[src/rtl/axi_stream_width_down_if.sv]
// Generic AXI-stream bundle: data beat with packet framing (sop/eop), error flag,
// byte modulus on the final beat (0 = all bytes valid) and a sideband control field.
interface if_axi_stream #(
  parameter int DAT_BYTS = 8,
  parameter int CTL_BITS = 8
);
  localparam int MOD_BITS = (DAT_BYTS > 1) ? $clog2(DAT_BYTS) : 1;

  logic                  val;
  logic                  rdy;
  logic                  sop;
  logic                  eop;
  logic                  err;
  logic [MOD_BITS-1:0]   mod;
  logic [CTL_BITS-1:0]   ctl;
  logic [DAT_BYTS*8-1:0] dat;

  modport source (output val, sop, eop, err, mod, ctl, dat, input rdy);
  modport sink   (input val, sop, eop, err, mod, ctl, dat, output rdy);
endinterface

[src/rtl/axi_stream_width_down.sv]
// Downsizing AXI-stream converter: holds one wide input beat and replays it as
// RATIO (or fewer, for a short eop beat) narrow output beats with full throughput.
module axi_stream_width_down #(
  parameter int IN_BYTS  = 16,
  parameter int OUT_BYTS = 8,
  parameter int CTL_BITS = 8
) (
  input  logic         i_clk,
  input  logic         i_rst,
  if_axi_stream.sink   i_axi,
  if_axi_stream.source o_axi
);
  localparam int RATIO     = IN_BYTS / OUT_BYTS;
  localparam int OUT_BITS  = OUT_BYTS * 8;
  localparam int CNT_W     = (RATIO > 1) ? $clog2(RATIO) : 1;
  localparam int NB_W      = $clog2(IN_BYTS + 1);
  localparam int OUT_MOD_W = (OUT_BYTS > 1) ? $clog2(OUT_BYTS) : 1;

  generate
    if (RATIO < 2 || RATIO * OUT_BYTS != IN_BYTS) begin : g_bad_ratio
      $fatal(1, "axi_stream_width_down: IN_BYTS must be an integer multiple >= 2 of OUT_BYTS");
    end
  endgenerate

  typedef enum logic {EMPTY, SEND} state_t;

  state_t                         state;
  logic [RATIO-1:0][OUT_BITS-1:0] held_dat;
  logic                           held_eop;
  logic                           held_err;
  logic [NB_W-1:0]                nbytes;
  logic [CNT_W-1:0]               last;
  logic [CNT_W-1:0]               cnt;

  logic                           slice_done;
  logic                           beat_done;
  logic                           take;
  logic [NB_W-1:0]                in_nbytes;
  logic [CNT_W-1:0]               in_last;
  logic                           in_single_eop;
  logic [CNT_W-1:0]               next_cnt;
  logic                           next_eop;

  function automatic logic [OUT_MOD_W-1:0] tail_mod(input logic [NB_W-1:0] nb);
    return OUT_MOD_W'(int'(nb) % OUT_BYTS);
  endfunction

  // Input is accepted only when the held beat is free or its final slice leaves this cycle.
  assign slice_done = o_axi.val && o_axi.rdy;
  assign beat_done  = slice_done && (cnt == last);
  assign i_axi.rdy  = !i_rst && (state == EMPTY || beat_done);
  assign take       = i_axi.val && i_axi.rdy;

  always_comb begin
    in_nbytes = NB_W'(IN_BYTS);
    if (i_axi.eop && i_axi.mod != '0) in_nbytes = NB_W'(i_axi.mod);
    in_last       = CNT_W'((int'(in_nbytes) + OUT_BYTS - 1) / OUT_BYTS - 1);
    in_single_eop = i_axi.eop && (in_last == '0);
  end

  assign next_cnt = cnt + CNT_W'(1);
  assign next_eop = held_eop && (next_cnt == last);

  always_ff @(posedge i_clk) begin
    if (i_rst) begin
      state     <= EMPTY;
      held_dat  <= '0;
      held_eop  <= 1'b0;
      held_err  <= 1'b0;
      nbytes    <= '0;
      last      <= '0;
      cnt       <= '0;
      o_axi.val <= 1'b0;
      o_axi.sop <= 1'b0;
      o_axi.eop <= 1'b0;
      o_axi.err <= 1'b0;
      o_axi.mod <= '0;
      o_axi.ctl <= '0;
      o_axi.dat <= '0;
    end else if (take) begin
      // Slice 0 goes straight to the output register, so no bubble between beats.
      state     <= SEND;
      held_dat  <= i_axi.dat;
      held_eop  <= i_axi.eop;
      held_err  <= i_axi.err;
      nbytes    <= in_nbytes;
      last      <= in_last;
      cnt       <= '0;
      o_axi.val <= 1'b1;
      o_axi.sop <= i_axi.sop;
      o_axi.eop <= in_single_eop;
      o_axi.err <= i_axi.err && in_single_eop;
      o_axi.mod <= in_single_eop ? tail_mod(in_nbytes) : '0;
      o_axi.ctl <= i_axi.ctl;
      o_axi.dat <= i_axi.dat[OUT_BITS-1:0];
    end else if (beat_done) begin
      state     <= EMPTY;
      o_axi.val <= 1'b0;
      o_axi.sop <= 1'b0;
      o_axi.eop <= 1'b0;
      o_axi.err <= 1'b0;
      o_axi.mod <= '0;
    end else if (slice_done) begin
      cnt       <= next_cnt;
      o_axi.sop <= 1'b0;
      o_axi.eop <= next_eop;
      o_axi.err <= held_err && next_eop;
      o_axi.mod <= next_eop ? tail_mod(nbytes) : '0;
      o_axi.dat <= held_dat[next_cnt];
    end
  end
endmodule

[src/flat_wrapper.sv]
// flat-port wrapper written by rule: the top's interface ports become plain ports
module axi_stream_width_down_flat 
#(
  parameter int IN_BYTS  = 16,
  parameter int OUT_BYTS = 8,
  parameter int CTL_BITS = 8
)
  (i_clk, i_rst, i_axi_val, i_axi_sop, i_axi_eop, i_axi_err, i_axi_mod, i_axi_ctl, i_axi_dat, i_axi_rdy, o_axi_val, o_axi_sop, o_axi_eop, o_axi_err, o_axi_mod, o_axi_ctl, o_axi_dat, o_axi_rdy);
  if_axi_stream #(.DAT_BYTS(IN_BYTS), .CTL_BITS(CTL_BITS)) i_axi_i ();
  if_axi_stream #(.DAT_BYTS(OUT_BYTS), .CTL_BITS(CTL_BITS)) o_axi_i ();
  input  logic i_clk;
  input  logic i_rst;
  input wire logic [$bits(i_axi_i.val)-1:0] i_axi_val;
  input wire logic [$bits(i_axi_i.sop)-1:0] i_axi_sop;
  input wire logic [$bits(i_axi_i.eop)-1:0] i_axi_eop;
  input wire logic [$bits(i_axi_i.err)-1:0] i_axi_err;
  input wire logic [$bits(i_axi_i.mod)-1:0] i_axi_mod;
  input wire logic [$bits(i_axi_i.ctl)-1:0] i_axi_ctl;
  input wire logic [$bits(i_axi_i.dat)-1:0] i_axi_dat;
  output wire logic [$bits(i_axi_i.rdy)-1:0] i_axi_rdy;
  output wire logic [$bits(o_axi_i.val)-1:0] o_axi_val;
  output wire logic [$bits(o_axi_i.sop)-1:0] o_axi_sop;
  output wire logic [$bits(o_axi_i.eop)-1:0] o_axi_eop;
  output wire logic [$bits(o_axi_i.err)-1:0] o_axi_err;
  output wire logic [$bits(o_axi_i.mod)-1:0] o_axi_mod;
  output wire logic [$bits(o_axi_i.ctl)-1:0] o_axi_ctl;
  output wire logic [$bits(o_axi_i.dat)-1:0] o_axi_dat;
  input wire logic [$bits(o_axi_i.rdy)-1:0] o_axi_rdy;
  assign i_axi_i.val = i_axi_val;
  assign i_axi_i.sop = i_axi_sop;
  assign i_axi_i.eop = i_axi_eop;
  assign i_axi_i.err = i_axi_err;
  assign i_axi_i.mod = i_axi_mod;
  assign i_axi_i.ctl = i_axi_ctl;
  assign i_axi_i.dat = i_axi_dat;
  assign i_axi_rdy = i_axi_i.rdy;
  assign o_axi_val = o_axi_i.val;
  assign o_axi_sop = o_axi_i.sop;
  assign o_axi_eop = o_axi_i.eop;
  assign o_axi_err = o_axi_i.err;
  assign o_axi_mod = o_axi_i.mod;
  assign o_axi_ctl = o_axi_i.ctl;
  assign o_axi_dat = o_axi_i.dat;
  assign o_axi_i.rdy = o_axi_rdy;
  axi_stream_width_down #(.IN_BYTS(IN_BYTS), .OUT_BYTS(OUT_BYTS), .CTL_BITS(CTL_BITS)) u_core (.i_clk(i_clk), .i_rst(i_rst), .i_axi(i_axi_i), .o_axi(o_axi_i));
endmodule
[config.mk]
export PLATFORM = sky130hd
export DESIGN_NAME = axi_stream_width_down_flat
export DESIGN_NICKNAME = d
export VERILOG_FILES = /design/src/rtl/axi_stream_width_down_if.sv /design/src/rtl/axi_stream_width_down.sv /design/src/flat_wrapper.sv
export SDC_FILE = /design/constraint.sdc
export NUM_CORES = 1
export LEC_CHECK = 0
export ABC_AREA = 1
export ABC_CLOCK_PERIOD_IN_PS = 1550
export CORE_ASPECT_RATIO = 1.1
export CORE_UTILIZATION = 49
export DETAILED_ROUTE_END_ITERATION = 8
export PLACE_DENSITY = 0.88
export SYNTH_ARGS = -nofsm -noshare
export SYNTH_HDL_FRONTEND = slang
export SYNTH_SLANG_ARGS = --single-unit
export TNS_END_PERCENT = 5
[constraint.sdc]
create_clock -name i_clk -period 1.55 [get_ports i_clk]
set_input_delay 0.155 -clock i_clk [delete_from_list [all_inputs] [get_ports i_clk]]
set_output_delay 0.155 -clock i_clk [all_outputs]
set_load 0.01 [all_outputs]
==> summary.md <==
| Metric | Value |
|---|---|
| Post-synthesis net count | 1385 |
| Endpoints failing hold | 0 |
| Clock skew | 0.00749 ns |
| Hold-fix buffers, CTS | 0 |
| Synth area leader | dfxtp_1 |
| Synth Instances | approximately 1.2k |
| DR pass1 iterations | 5 |
| WP data required | 1.94 ns |
| Via count | between 9k and 10k |
| Final Setup Violations | 209 |
| Number of warning messages in the yosys log | 0 |
| WP data arrival | about 2.1 ns |
| Share of the synthesized area in the top cell type | 0.494 |
| Most common cell after layout, fill and taps aside | nand2_1 |
| Global-route wire length before repair | roughly 43000 um |
| Post-Syn Area | just under 9000 um2 |
| CTS clk-pin slew, worst paths | around 0.06 ns |
| Crit path cell chain | inv_2 -> nand2_2 -> nand3_2 -> nand2_4 -> buf_12 -> nand3_4 -> buf_6 -> buf_12 -> clkbuf_16 -> nand2_1 -> o21ai_1 -> nor2_1 -> nor2_1 |
| IO buf count | between 200 and 250 |
| DP HPWL | approximately 17000 um |
| Worst-path cell with the longest stage delay | dfxtp_2 |
| Routed WL | 28200 um |
| CORE AREA | around 17000 um2 |
| CP Class | flop to flop |
| Final Power | 0.0142 W |
| LEAKAGE | roughly 6.2 nW |
| Wire per inst | 16.2 um |
| Diode count | 0 |
| Max-slew violations | 0 |
| Die footprint | around 18000 um2 |
| Dominant cells by area after synthesis | dfxtp_1 (49%), o21ai_0 (15%), nand2_1 (13%), inv_1 (6.3%), nor2_1 (5.9%) |
| Worst skew pair latency | about 0.5 ns |
| CP max FO | 6 |
| Clock root buffer | clkbuf_16 |
| Final worst path period share | 1.11 |
| CTS Buffer Depth | 3 |
| Die Height | around 140 um |
| Hold crit path type | input port to flop |
| Status | finished with violations |
| Critical path's top delay family | buffers and inverters |
| CTS tree | yes |
| RSZ-0062 raised after global routing | yes |
| Layout cells sized above 1 | 0.113 |
| CP Launch Type | flop |
| Worst slack at placement | -0.296 ns |
| Failing checks | setup timing |
| CP endpoint kind | flop |
| Worst hold path stage count | 3 |
| Max Cap Viol | 0 |
| Area delta synth->final | 51.6% |
| CTS sink count | ~210 |
| DRC violations left | 0 |
| Slew HR | 0.693 |
| R2R depth | 13 |
| Most frequent cells in the layout | nand2_1 (292), o21ai_0 (221), dfxtp_1 (212), clkdlybuf4s50_1 (167), inv_1 (144) |
| Vias in the first global route | 8952 |
| Sequential share of the synthesized area | 0.494 |
| Worst setup margin | -0.170 ns |
| Initial antenna violation count | 0 |
| Post-synthesis cell type count | 18 |
| DRT iter0 DRCs | between 700 and 800 |
| Tightest Pin Transition | between 0.4 and 0.5 ns |
| Largest net degree at the start of global routing | 67 |
| Initial Util | 0.506 |
| Placed insts | between 1.5k and 2k |
| Synthesized area per cell | roughly 7 um2 |
| NumNets Final | between 1.5k and 2k |
| Slowest stage delay, CP | roughly 0.35 ns |
| Post-route ant nets | 0 |
| Die X | 129 um |
| GRT Util Overall | 0.293 |
| Crit path depth | 13 |
| Minimum clock period | 1.72 ns |
| Grt ovf | 0 |
| IO Pins | ~230 |
| Power Dens Cells | 1080 nW/um2 |
| VDD IR max | about 0.90 mV |
| Layout Cells excl Fill | roughly 1.7k |
| H-tree Lvls | 1 |
| Row Count | 50 |
| Inserted Clock Buffers | 22 |
| GP Congestion | just over 0.8 |
| Vias per cell | roughly 5.3 |
| WP buf/inv | 5 |
| Max Freq | about 580 MHz |
| FF+latch count, synth | around 210 |
## kinds of logic after synthesis
logic type	after synthesis	synth area share
flip-flops	214	0.494
AO/OA/AOI/OAI	340	0.197
buffers and inverters	228	0.107
AND/OR/NAND/NOR	456	0.202
## through the flow
| stage | util | hold WS [ns] | instance area (um2) | setup TNS [ns] |
|---|---|---|---|---|
| after CTS | 0.745 | 0.187 | 12800 | -8.64 |
| final | 0.767 | 0.198 | 13200 | -15.82 |
| after floorplan | - | 0.224 | 8670 | 0 |
| after global placement | 0.677 | 0.428 | 11600 | -26.36 |
| after global routing | 0.767 | 0.205 | 13200 | -32.53 |
| after detailed placement | 0.677 | 0.439 | 11600 | -37.83 |
## path summary, 6_finish.rpt
check | to | start | slack, ns
worst min register to register | u_core.o_axi.ctl[6] | u_core.o_axi.ctl[6] | 0.45
worst max register to register | u_core.o_axi.dat[17] | u_core.last | -0.17
worst min-delay path | u_core.held_dat[109] | i_axi_dat[109] | 0.20
worst max-delay path | u_core.o_axi.dat[17] | u_core.last | -0.17
## registers in the layout, indices dropped and copies added (netlist names)
register	count
u_core.o_axi.val	1
u_core.held_dat	128
u_core.held_err	1
u_core.last	1
u_core.o_axi.err	1
u_core.o_axi.dat	64
u_core.cnt	1
u_core.o_axi.eop	1
u_core.o_axi.sop	1
u_core.o_axi.ctl	8
u_core.nbytes	3
u_core.o_axi.mod	3
u_core.held_eop	1
## worst reg2reg max path, delay by kind of cell, from the launching register on
kind,cells,cell delay (ns)
AND/OR/NAND/NOR,7,0.57
buffers and inverters,5,0.62
flip-flops,1,0.35
AO/OA/AOI/OAI,1,0.07
## cell type report
class	count	area, um2
fill	1102	3990
tap	234	293
sequential	214	4290
inverter	150	573
clock inverter	6	90.1
clock buffer	33	653
multi-input combinational	796	3620
timing repair buffer	312	3630
## layer usage
| layer | share of wire | global-route usage | wire, um |
|---|---|---|---|
| met2 | 0.48 | 0.490 | 13700 |
| met5 | 0 | 0 | 0 |
| met1 | 0.38 | 0.354 | 10800 |
| met3 | 0.081 | 0.0592 | 2280 |
| met4 | 0.050 | 0.156 | 1420 |
## synthesized netlist by cell type
master and number:
inv_2 4, nand2_2 3, nor2_1 137, nor2_4 1
o211ai_1 1, o21ai_1 76, buf_4 8, nand3_4 1
nand2_1 304, buf_2 37, dfxtp_1 214, nand3_1 10
o22ai_1 1, o21ai_0 256, a21oi_1 6, inv_1 146
clkbuf_1 32, buf_1 1
## power breakdown
group,leakage (nW),switching [W],internal (W)
registers,1.77,0.000202,0.00595
clock network,0.366,0.00218,0.00326
logic,4.06,0.00128,0.00132
total,6.19,0.00366,0.0105
## what timing repair did
action / in CTS / in global routing
pin swaps: 8 / 15
buffers inserted: 7 / 5
gates cloned: 8 / 5
endpoints found under the setup margin: 68 / 252
gates resized for setup: 91 / 84
Power figures use the tool's default switching activity.
